$ cat config.mk
export PLATFORM = sky130hd
export DESIGN_NAME = uvmt_cv32e40s_obi_mem_arbiter
export DESIGN_NICKNAME = d
export VERILOG_FILES = /design/src/rtl/uvmt_cv32e40s_obi_mem_arbiter.sv
export SDC_FILE = /design/constraint.sdc
export NUM_CORES = 1
export LEC_CHECK = 0
export BUFFER_PORTS_ARGS = -buffer_cell sky130_fd_sc_hd__buf_4
export CORE_ASPECT_RATIO = 0.7
export CORE_MARGIN = 10
export CORE_UTILIZATION = 29
export CTS_CLUSTER_DIAMETER = 100
export DETAILED_ROUTE_END_ITERATION = 8
export PLACE_DENSITY_LB_ADDON = 0.3
export SLEW_MARGIN = 20
export SYNTH_ARGS = -nofsm -noshare
export SYNTH_HDL_FRONTEND = slang
export SYNTH_SLANG_ARGS = --single-unit
$ cat constraint.sdc
create_clock -name clk_i -period 2 [get_ports clk_i]
set_input_delay 0.2 -clock clk_i [delete_from_list [all_inputs] [get_ports clk_i]]
set_output_delay 0.2 -clock clk_i [all_outputs]
set_load 0.005 [all_outputs]
$ cat src/rtl/uvmt_cv32e40s_obi_mem_arbiter.sv
// ---------------------------------------------------------------------------
// uvmt_cv32e40s_obi_mem_arbiter
//
// Shares one OBI memory slave port between the core's instruction-fetch
// and data OBI master ports.
//
// Arbitration
//   - Round-robin between the two ports.
//   - Once an address phase is shown to memory without a grant, it is
//     locked in place until the handshake completes.
//
// Responses
//   - Responses are in order.
//   - They are routed back through a small FIFO that records the source
//     of every granted request.
//   - A response with nothing outstanding raises a sticky protocol error.
//
// Ports
//   clk_i, rst_i              clock, asynchronous active-high reset
//   instr_req_i/gnt_o/addr_i  instruction address phase (read-only)
//   instr_rvalid/rdata/err_o  instruction response phase
//   data_req/we/addr/be/wdata data address phase, data_gnt_o grant
//   data_rvalid/rdata/err_o   data response phase
//   mem_req/we/addr/be/wdata  shared memory address phase (out)
//   mem_gnt/rvalid/rdata/err  shared memory grant and response (in)
//   protocol_err_o            sticky: response seen with no outstanding txn
// ---------------------------------------------------------------------------
module uvmt_cv32e40s_obi_mem_arbiter #(
    parameter int ADDR_WIDTH      = 32,
    parameter int DATA_WIDTH      = 32,
    parameter int MAX_OUTSTANDING = 4
) (
    input  logic                    clk_i,
    input  logic                    rst_i,

    input  logic                    instr_req_i,
    output logic                    instr_gnt_o,
    input  logic [ADDR_WIDTH-1:0]   instr_addr_i,
    output logic                    instr_rvalid_o,
    output logic [DATA_WIDTH-1:0]   instr_rdata_o,
    output logic                    instr_err_o,

    input  logic                    data_req_i,
    input  logic                    data_we_i,
    output logic                    data_gnt_o,
    input  logic [ADDR_WIDTH-1:0]   data_addr_i,
    input  logic [DATA_WIDTH/8-1:0] data_be_i,
    input  logic [DATA_WIDTH-1:0]   data_wdata_i,
    output logic                    data_rvalid_o,
    output logic [DATA_WIDTH-1:0]   data_rdata_o,
    output logic                    data_err_o,

    output logic                    mem_req_o,
    output logic                    mem_we_o,
    output logic [ADDR_WIDTH-1:0]   mem_addr_o,
    output logic [DATA_WIDTH/8-1:0] mem_be_o,
    output logic [DATA_WIDTH-1:0]   mem_wdata_o,
    input  logic                    mem_gnt_i,
    input  logic                    mem_rvalid_i,
    input  logic [DATA_WIDTH-1:0]   mem_rdata_i,
    input  logic                    mem_err_i,

    output logic                    protocol_err_o
);

    localparam int BE_WIDTH = DATA_WIDTH / 8;
    localparam int PTR_W    = $clog2(MAX_OUTSTANDING);
    localparam int CNT_W    = PTR_W + 1;
    localparam logic [CNT_W-1:0] FULL_COUNT = CNT_W'(MAX_OUTSTANDING);

    typedef enum logic {
        SRC_INSTR = 1'b0,
        SRC_DATA  = 1'b1
    } src_e;

    // The arbiter is open until a request is shown without a grant.
    // It then holds that request until the handshake completes.
    typedef enum logic {
        ST_OPEN   = 1'b0,
        ST_LOCKED = 1'b1
    } arb_state_e;

    arb_state_e             state_reg, state_next;
    src_e                   lock_src_reg, lock_src_next;
    src_e                   last_src_reg, last_src_next;
    logic [CNT_W-1:0]       count_reg, count_next;
    logic [PTR_W-1:0]       wr_ptr_reg, wr_ptr_next;
    logic [PTR_W-1:0]       rd_ptr_reg, rd_ptr_next;
    logic                   protocol_err_reg, protocol_err_next;

    src_e                   fifo_mem [MAX_OUTSTANDING];
    src_e                   head_src;

    src_e                   sel;
    logic                   sel_req;
    logic                   room;
    logic                   handshake;
    logic                   pop;
    logic                   stray_rsp;

    // -----------------------------------------------------------------------
    // Source selection
    // -----------------------------------------------------------------------
    // When both ports request, the one not served last wins. The same rule
    // also applies when neither requests, so that the address mux is
    // always driven from a defined source.
    always_comb begin
        sel = SRC_INSTR;
        if (state_reg == ST_LOCKED) begin
            sel = lock_src_reg;
        end else if (instr_req_i && !data_req_i) begin
            sel = SRC_INSTR;
        end else if (data_req_i && !instr_req_i) begin
            sel = SRC_DATA;
        end else begin
            sel = (last_src_reg == SRC_INSTR) ? SRC_DATA : SRC_INSTR;
        end
    end

    assign sel_req = (sel == SRC_DATA) ? data_req_i : instr_req_i;

    // A response in the current cycle frees a slot at the same clock edge
    // that a new grant would fill one. The memory may therefore be offered
    // a request while the FIFO is full, provided a pop is happening.
    // The head is read before the new entry overwrites that slot.
    assign pop       = mem_rvalid_i && (count_reg != '0);
    assign stray_rsp = mem_rvalid_i && (count_reg == '0);
    assign room      = (count_reg != FULL_COUNT) || pop;

    assign mem_req_o   = sel_req && room;
    assign handshake   = mem_req_o && mem_gnt_i;
    assign instr_gnt_o = handshake && (sel == SRC_INSTR);
    assign data_gnt_o  = handshake && (sel == SRC_DATA);

    // -----------------------------------------------------------------------
    // Address-phase mux
    // -----------------------------------------------------------------------
    // The instruction port is read-only, so it presents a full-word read.
    assign mem_we_o   = (sel == SRC_DATA) ? data_we_i : 1'b0;
    assign mem_addr_o = (sel == SRC_DATA) ? data_addr_i : instr_addr_i;

    genvar gi;
    generate
        for (gi = 0; gi < BE_WIDTH; gi++) begin : g_lane
            assign mem_be_o[gi]          = (sel == SRC_DATA) ? data_be_i[gi] : 1'b1;
            assign mem_wdata_o[gi*8 +: 8] = (sel == SRC_DATA) ? data_wdata_i[gi*8 +: 8] : 8'h00;
        end
    endgenerate

    // -----------------------------------------------------------------------
    // Response routing
    // -----------------------------------------------------------------------
    assign head_src = fifo_mem[rd_ptr_reg];

    assign instr_rvalid_o = pop && (head_src == SRC_INSTR);
    assign data_rvalid_o  = pop && (head_src == SRC_DATA);
    assign instr_rdata_o  = instr_rvalid_o ? mem_rdata_i : '0;
    assign data_rdata_o   = data_rvalid_o  ? mem_rdata_i : '0;
    assign instr_err_o    = instr_rvalid_o && mem_err_i;
    assign data_err_o     = data_rvalid_o  && mem_err_i;

    assign protocol_err_o = protocol_err_reg;

    // -----------------------------------------------------------------------
    // Lock FSM and bookkeeping: next-state
    // -----------------------------------------------------------------------
    always_comb begin
        state_next        = state_reg;
        lock_src_next     = lock_src_reg;
        last_src_next     = last_src_reg;
        count_next        = count_reg;
        wr_ptr_next       = wr_ptr_reg;
        rd_ptr_next       = rd_ptr_reg;
        protocol_err_next = protocol_err_reg;

        case (state_reg)
            ST_OPEN: begin
                if (mem_req_o && !mem_gnt_i) begin
                    state_next    = ST_LOCKED;
                    lock_src_next = sel;
                end
            end
            ST_LOCKED: begin
                if (handshake) begin
                    state_next = ST_OPEN;
                end
            end
            default: begin
                state_next = ST_OPEN;
            end
        endcase

        if (handshake) begin
            last_src_next = sel;
            wr_ptr_next   = wr_ptr_reg + 1'b1;
        end

        if (pop) begin
            rd_ptr_next = rd_ptr_reg + 1'b1;
        end

        case ({handshake, pop})
            2'b10:   count_next = count_reg + 1'b1;
            2'b01:   count_next = count_reg - 1'b1;
            default: count_next = count_reg;
        endcase

        if (stray_rsp) begin
            protocol_err_next = 1'b1;
        end
    end

    // -----------------------------------------------------------------------
    // State registers
    // -----------------------------------------------------------------------
    // last_src resets to data, so the instruction port wins the first tie.
    always_ff @(posedge clk_i or posedge rst_i) begin
        if (rst_i) begin
            state_reg        <= ST_OPEN;
            lock_src_reg     <= SRC_INSTR;
            last_src_reg     <= SRC_DATA;
            count_reg        <= '0;
            wr_ptr_reg       <= '0;
            rd_ptr_reg       <= '0;
            protocol_err_reg <= 1'b0;
        end else begin
            state_reg        <= state_next;
            lock_src_reg     <= lock_src_next;
            last_src_reg     <= last_src_next;
            count_reg        <= count_next;
            wr_ptr_reg       <= wr_ptr_next;
            rd_ptr_reg       <= rd_ptr_next;
            protocol_err_reg <= protocol_err_next;
        end
    end

    // FIFO storage. It needs no reset: an entry is only read after it has
    // been written, and a reset also clears the pointers and the count.
    always_ff @(posedge clk_i) begin
        if (handshake) begin
            fifo_mem[wr_ptr_reg] <= sel;
        end
    end

endmodule

==> impl_metrics.yaml, run 1 <==
status:
  run_status: "finished, violations left"
  violations: "setup timing"
cells_and_area:
  fin_nets: 695
  largest_register_ffs: 4
  final_cell_area_um2: 4830
  insertedDiodeCount: 0
  drive_gt1_share_pct: 66.2
  syn2layout_area_growth_pct: 126
sta:
  grt_setup_unrepaired: "true"
  final.period_utilization_pct: 106
  timing.hold.ws_ns: 0.216
  worst_slew_margin_relative_to_its_limit_pct: 69.6
  final_hold_viol_count: 0
  number_of_failing_setup_endpoints_in_the_final_timing_report: 33
  final.setup.tns_ns: -2.80
  timing.clock.skew_ns: 0.00250
  tightestPinTransition_ns: 0.455
  maxClockFrequency_mhz: 474
  final-max-slew-violation-count: 0
  layout_setup_ws_ns: -0.111
  layout_min_cycle_time_ns: 2.11
clock_network:
  clk_path_buf_depth: 2
  htree_num_levels: 1
  cts_root_buffer: "sky130_fd_sc_hd__clkbuf_8"
  path_clk_slew_ns: 0.06
  insertion_delay_ns: 0.25
  clock_tree_from_tritoncts: "yes"
  cts_buffers: 3
  cts.sink_count: 15
worst_setup_path:
  setup_crit_path_kind: "flop to primary output"
  arrival_ns: 1.91
  timing.critical_path.cells: "a21oi_2, o31a_4, clkbuf_16, mux2_4, buf_6"
  endpoint_kind: "primary output"
  peak_fanout_along_the_critical_path: 13
  critical-path-slowest-cell: "sky130_fd_sc_hd__dfstp_2"
  buffering_stage_count_on_the_worst_path_with_inverters_included: 2
  setup.worst_path.start_class: "flop"
  worst_endpoint_required_time_ns: 1.80
  max_stage_delay_ns: 0.57
  kind_of_cell_adding_the_most_delay_to_the_critical_path: "flip-flops"
placement:
  gpl.final_weighted_congestion: 0.832
  detailedPlace.worstSlack_ns: -0.0731
  dpl_cell_area_um2: 4380
  placement.io_buffers: 280
  hpwlAfterDp_mm: 9.97
global_route:
  pin_count_of_the_biggest_net_entering_global_routing: 71
  via_count_of_the_first_global_routing_pass: 2675
  grt_first_pass_wirelength_mm: 15.8
  globalRouteTotalUtil_pct: 17.5
  grt_antenna_before_repair: 0
  overflow_left_after_global_routing: 0
drt:
  drt_first_pass_iters: 4
  top_layer_used: "met4"
  drt_iter0_markers: 111
  drt-met1-wl_mm: 4.41
  average_vias_per_placed_instance: 4.41
  ant_nets: 0
  detailed_route_wirelength_on_metal2_mm: 6.92
  routed-via-count: 2846
  number_of_design_rule_violations_left_after_detail_routing: 0
  wl_per_cell_um: 18.9
  finalWirelength_mm: 12.2
  route.met3.wl_um: 796
die:
  num_rows: 26
  die_area_um2: 11300
  initial_core_util_pct: 29.6
  design.core.area_um2: 7220
  die_height_um: 91.9
  top_level_ports: 281
  width_of_the_chip_um: 123
power:
  vdd_ir_drop_max_v: 0.000681
  report.power.total_mw: 5.21
  leakage_nw: 2.72
  power_density_nw_per_um2: 1080
synth:
  synth_cell_types: 36
  top_reg_cell_synth: "sky130_fd_sc_hd__dfrtp_1"
  synthDominantCellAreaShare_pct: 20.3
  seq_area_frac_synth_pct: 18.5
  syn_area_um2: 2140
  synth-async-reset-ratio_pct: 73.3
  yosys_register_bits: 15
  syn-mean-instance-area_um2: 8.17
  yosys_warnings: 0
  netlist_instances: 262
  synthTopCellsByArea: "sky130_fd_sc_hd__mux2_4 20%, sky130_fd_sc_hd__dfrtp_1 12%, sky130_fd_sc_hd__and3_1 11%"
  synth_enable_flop_cells: 4
  yosysTopAreaCell: "sky130_fd_sc_hd__mux2_4"
  number_of_nets_in_the_synthesized_netlist: 408
hold_path:
  hold_removal_path_class: "input port to flop"
job:
  max_capacitance_violation_total: 0
==> cells in the mapped netlist, types with 2 or more instances <==
| master | instances |
|---|---|
| sky130_fd_sc_hd__and3_1 | 37 |
| sky130_fd_sc_hd__nand2b_1 | 5 |
| sky130_fd_sc_hd__inv_1 | 7 |
| sky130_fd_sc_hd__clkbuf_1 | 11 |
| sky130_fd_sc_hd__and2_1 | 34 |
| sky130_fd_sc_hd__nor2b_1 | 3 |
| sky130_fd_sc_hd__nor2_1 | 37 |
| sky130_fd_sc_hd__mux2_2 | 4 |
| sky130_fd_sc_hd__edfxtp_1 | 4 |
| sky130_fd_sc_hd__ha_1 | 5 |
| sky130_fd_sc_hd__buf_2 | 7 |
| sky130_fd_sc_hd__dfrtp_1 | 10 |
| sky130_fd_sc_hd__buf_6 | 6 |
| sky130_fd_sc_hd__nor3_1 | 2 |
| sky130_fd_sc_hd__nand2_1 | 34 |
| sky130_fd_sc_hd__mux2_4 | 29 |
| sky130_fd_sc_hd__xor2_1 | 3 |
| sky130_fd_sc_hd__mux2i_1 | 2 |
| sky130_fd_sc_hd__xnor2_1 | 3 |
| sky130_fd_sc_hd__a21oi_1 | 3 |
==> area by class of cell <==
cell class | count | area, µm²
fillers | 590 | 2390
well taps | 98 | 123
inverters | 8 | 32.5
multi-input cells | 215 | 1630
flip-flops and latches | 15 | 397
clock inverters | 1 | 5.00
clock buffers | 3 | 41.3
repair buffers | 306 | 2600
==> through the flow <==
step | util [%] | std cells
floorplan | - | 262
global placement | 60.6 | 630
detailed placement | 60.6 | 630
CTS | 63.1 | 635
global route | 66.9 | 646
finish | 66.9 | 646
==> per-layer routing <==
metal	vias up	track usage, %
li1	1434	-
met1	1308	18.3
met2	100	35.3
met3	4	4.53
met4	0	0.685
met5	-	0
==> power breakdown <==
group	internal, mW	switching (mW)	total, mW
combinational	2.60	1.77	4.38
clock	0.138	0.113	0.251
sequential	0.462	0.113	0.576
==> final timing paths <==
check	from	end	slack [ns]	depth (start not counted)
setup / recovery	last_src_reg	mem_addr_o[30]	-0.11	5
hold / removal	mem_gnt_i	flop	0.22	2
setup reg to reg	count_reg[1]	count_reg[2]	-0.01	10
hold reg to reg	protocol_err_o	protocol_err_o	0.48	1
max in group asynchronous	rst_i	last_src_reg	1.14	3
min in group asynchronous	rst_i	count_reg[2]	0.52	3
==> placed cells by master (no fill, tap or decap), drive strengths merged, types with 3 or more instances in the layout <==
cell type | synthesis | final
buf | 13 | 299
nor2 | 37 | 37
and3 | 37 | 37
and2 | 35 | 35
nand2 | 34 | 34
mux2 | 33 | 33
dfrtp | 10 | 10
clkbuf | 11 | 9
inv | 8 | 8
nand2b | 5 | 5
ha | 5 | 5
edfxtp | 4 | 4
xor2 | 3 | 3
xnor2 | 3 | 3
nor2b | 3 | 3
a21oi | 3 | 3
==> timing repair <==
action | CTS | global route
pin swaps | 6 | 7
setup endpoints to repair | 103 | 132
hold buffers | 1 | 0
gates resized for setup | 33 | 17
buffers inserted | 0 | 4
hold endpoints to repair | 10 | 0
gates cloned | 0 | 7
==> cell families (layout without fill, tap and decap cells) <==
logic type | after synthesis | in the layout | synth area share [%]
AO/OA/AOI/OAI | 10 | 10 | 3.80
XOR/XNOR | 6 | 6 | 2.46
adder cells (fa/ha/maj) | 6 | 6 | 3.86
buffers and inverters | 32 | 318 | 8.12
flip-flops | 15 | 15 | 18.5
multiplexers | 36 | 36 | 24.4
AND/OR/NAND/NOR | 157 | 157 | 38.8
No activity file was read; power rests on OpenSTA's default activity.
==> run 2: changes to the inputs <==
--- a/config.mk
+++ b/config.mk
@@ -6,13 +6,13 @@
 export NUM_CORES = 1
 export LEC_CHECK = 0
 export BUFFER_PORTS_ARGS = -buffer_cell sky130_fd_sc_hd__buf_4
-export CORE_ASPECT_RATIO = 0.7
-export CORE_MARGIN = 10
-export CORE_UTILIZATION = 29
+export CORE_AREA = 10 10 101 103
 export CTS_CLUSTER_DIAMETER = 100
 export DETAILED_ROUTE_END_ITERATION = 8
-export PLACE_DENSITY_LB_ADDON = 0.3
+export DIE_AREA = 0 0 111 113
+export PLACE_DENSITY = 0.68
 export SLEW_MARGIN = 20
 export SYNTH_ARGS = -nofsm -noshare
 export SYNTH_HDL_FRONTEND = slang
 export SYNTH_SLANG_ARGS = --single-unit
+export TNS_END_PERCENT = 20
==> constraint.sdc (replaced) <==
create_clock -name clk_i -period 2.2 [get_ports clk_i]
set_input_delay 0.22 -clock clk_i [delete_from_list [all_inputs] [get_ports clk_i]]
set_output_delay 0.22 -clock clk_i [all_outputs]
set_load 0.005 [all_outputs]
==> run 2 against run 1 <==
Compared with the run above: the run now ends clean; die area is 11% higher; sequential power is 7.5% lower; via count is 0.21% higher; final area is 8.1% lower; sequential share of layout area is 0.72 points higher; critical endpoint is now count_reg[2].
==> impl_metrics.yaml, run 2 (synthesis results as in run 1) <==
global_route:
  top_usage_layer: "met2"
  pin_count_of_the_biggest_net_entering_global_routing: 77
  use_met1_pct: 15.0
  grt_antenna_before_repair: 0
  grt_util_met3_pct: 8.14
  grt_first_pass_wirelength_mm: 16.6
  overflow_left_after_global_routing: 0
  via_count_of_the_first_global_routing_pass: 2950
  globalRouteTotalUtil_pct: 16.3
  fraction_of_met2_tracks_used_by_global_routing_pct: 31.9
sta:
  grt_setup_unrepaired: "true"
  maxClockFrequency_mhz: 463
  number_of_failing_setup_endpoints_in_the_final_timing_report: 0
  final_hold_viol_count: 0
  worst_slew_margin_relative_to_its_limit_pct: 70.2
  layout_min_cycle_time_ns: 2.16
  final.period_utilization_pct: 98.1
  final-max-slew-violation-count: 0
  timing.hold.ws_ns: 0.219
  timing.clock.skew_ns: 0.00177
  layout_setup_ws_ns: 0.0408
  tightestPinTransition_ns: 0.447
cells_and_area:
  syn2layout_area_growth_pct: 107
  finalNonFillerCells: 637
  largest_register_ffs: 4
  multi_input_comb_area_um2: 1600
  insertedDiodeCount: 0
  final_cell_area_um2: 4440
  regArea_um2: 397
  fin_nets: 679
  finish.utilization_pct: 54.6
  drive_gt1_share_pct: 63.5
  fillCellCount: 758
  mostFrequentLayoutCells: "285 x sky130_fd_sc_hd__buf_4, 37 x sky130_fd_sc_hd__and3_1, 36 x sky130_fd_sc_hd__nor2_1"
  final_common_cell: "sky130_fd_sc_hd__buf_4"
worst_setup_path:
  endpoint_kind: "flop"
  peak_fanout_along_the_critical_path: 3
  buffering_stage_count_on_the_worst_path_with_inverters_included: 2
  worst_endpoint_required_time_ns: 2.37
  setup.worst_path.start_class: "flop"
  kind_of_cell_adding_the_most_delay_to_the_critical_path: "simple AND/OR/NAND/NOR gates"
  setup_crit_path_kind: "flop to flop"
  critical-path-slowest-cell: "sky130_fd_sc_hd__dfrtp_1"
  arrival_ns: 2.33
  timing.critical_path.cells: "nor4b_4, a211oi_4, and2_4, inv_1, ha_1, inv_1, fa_1, xor2_1, nor2_1, xor2_1"
  max_stage_delay_ns: 0.40
die:
  die_area_um2: 12500
  design.core.area_um2: 8130
  width_of_the_chip_um: 111
  top_level_ports: 281
  initial_core_util_pct: 26.3
  die_height_um: 113
  num_rows: 33
power:
  vdd_ir_drop_max_v: 0.000500
  power_density_nw_per_um2: 952
  leakage_nw: 2.54
drt:
  number_of_design_rule_violations_left_after_detail_routing: 0
  ant_nets: 0
  average_vias_per_placed_instance: 4.48
  finalWirelength_mm: 11.7
  drt_first_pass_iters: 6
  routed-via-count: 2852
  drt_iter0_markers: 129
  wl_per_cell_um: 18.4
clock_network:
  clk_path_buf_depth: 2
  insertion_delay_ns: 0.25
  cts.sink_count: 15
  htree_num_levels: 1
  buffers_inserted_by_post_cts_timing_repair: 0
  clock_tree_from_tritoncts: "yes"
  cts_root_buffer: "sky130_fd_sc_hd__clkbuf_8"
  cts_buffers: 3
  path_clk_slew_ns: 0.06
status:
  run_status: "completed"
placement:
  hpwlAfterDp_mm: 10.2
  detailedPlace.worstSlack_ns: -0.00898
  gpl.final_weighted_congestion: 0.854
  dpl.cell_count: 630
  placement.io_buffers: 280
  dpl_cell_area_um2: 4300
hold_path:
  hold_removal_path_class: "input port to flop"
job:
  max_capacitance_violation_total: 0
==> run 2: cell type report <==
| type | count | share of cell area, % |
|---|---|---|
| Tap cell | 105 | 2.96 |
| Inverter | 8 | 0.676 |
| Multi-Input combinational cell | 215 | 36.0 |
| Timing Repair Buffer | 290 | 50.4 |
| Sequential cell | 15 | 8.93 |
| Clock buffer | 3 | 0.930 |
| Clock inverter | 1 | 0.113 |
==> run 2: worst register-to-register path, stage by stage (launching register included) <==
cell and delay [ns]:
sky130_fd_sc_hd__dfrtp_1 0.40, sky130_fd_sc_hd__nor4b_4 0.36, sky130_fd_sc_hd__a211oi_4 0.05, sky130_fd_sc_hd__and2_4 0.18
sky130_fd_sc_hd__inv_1 0.05, sky130_fd_sc_hd__ha_1 0.18, sky130_fd_sc_hd__inv_1 0.07, sky130_fd_sc_hd__fa_1 0.38
sky130_fd_sc_hd__xor2_1 0.15, sky130_fd_sc_hd__nor2_1 0.11, sky130_fd_sc_hd__xor2_1 0.15
==> run 2: routing by layer <==
metal | wire length, µm | share of wire (%)
met2 | 6510 | 55
met3 | 1300 | 11
met4 | 81 | 0.69
met5 | 0 | 0
met1 | 3840 | 33
==> run 2: power by group <==
group	switching (mW)	total [mW]	internal, mW	leakage (nW)
combinational	1.49	3.48	1.99	2.36
sequential	0.112	0.533	0.421	0.161
clock	0.0940	0.219	0.125	0.0255
total	1.69	4.23	2.53	2.54
==> run 2: through the flow <==
step / setup TNS [ns] / power [mW]
2_1_floorplan: 0 / 2.32
3_3_place_gp: 0 / 3.83
3_5_place_dp: -0.00898 / 3.87
5_1_grt: -0.0644 / 4.57
6_report: 0 / 4.23
4_1_cts: 0 / 4.12
==> run 2: path summary, 6_finish.rpt <==
path / from / endpoint / slack (ns) / cells after the start
min in group asynchronous: rst_i / rd_ptr_reg[0] / 0.54 / 3
worst max register to register: count_reg[0] / count_reg[2] / 0.04 / 10
max in group asynchronous: rst_i / last_src_reg / 1.33 / 3
worst max-delay path: count_reg[0] / count_reg[2] / 0.04 / 10
worst min-delay path: mem_rvalid_i / protocol_err_o / 0.22 / 2
worst min register to register: protocol_err_o / protocol_err_o / 0.46 / 1
==> run 2: repair_timing <==
| item | CTS | global route |
|---|---|---|
| pin swaps | 1 | 1 |
| hold endpoints to repair | 10 | 0 |
| cloned | 0 | 2 |
| gates resized for setup | 1 | 5 |
| hold buffers | 1 | 0 |
| endpoints found under the setup margin | 14 | 78 |
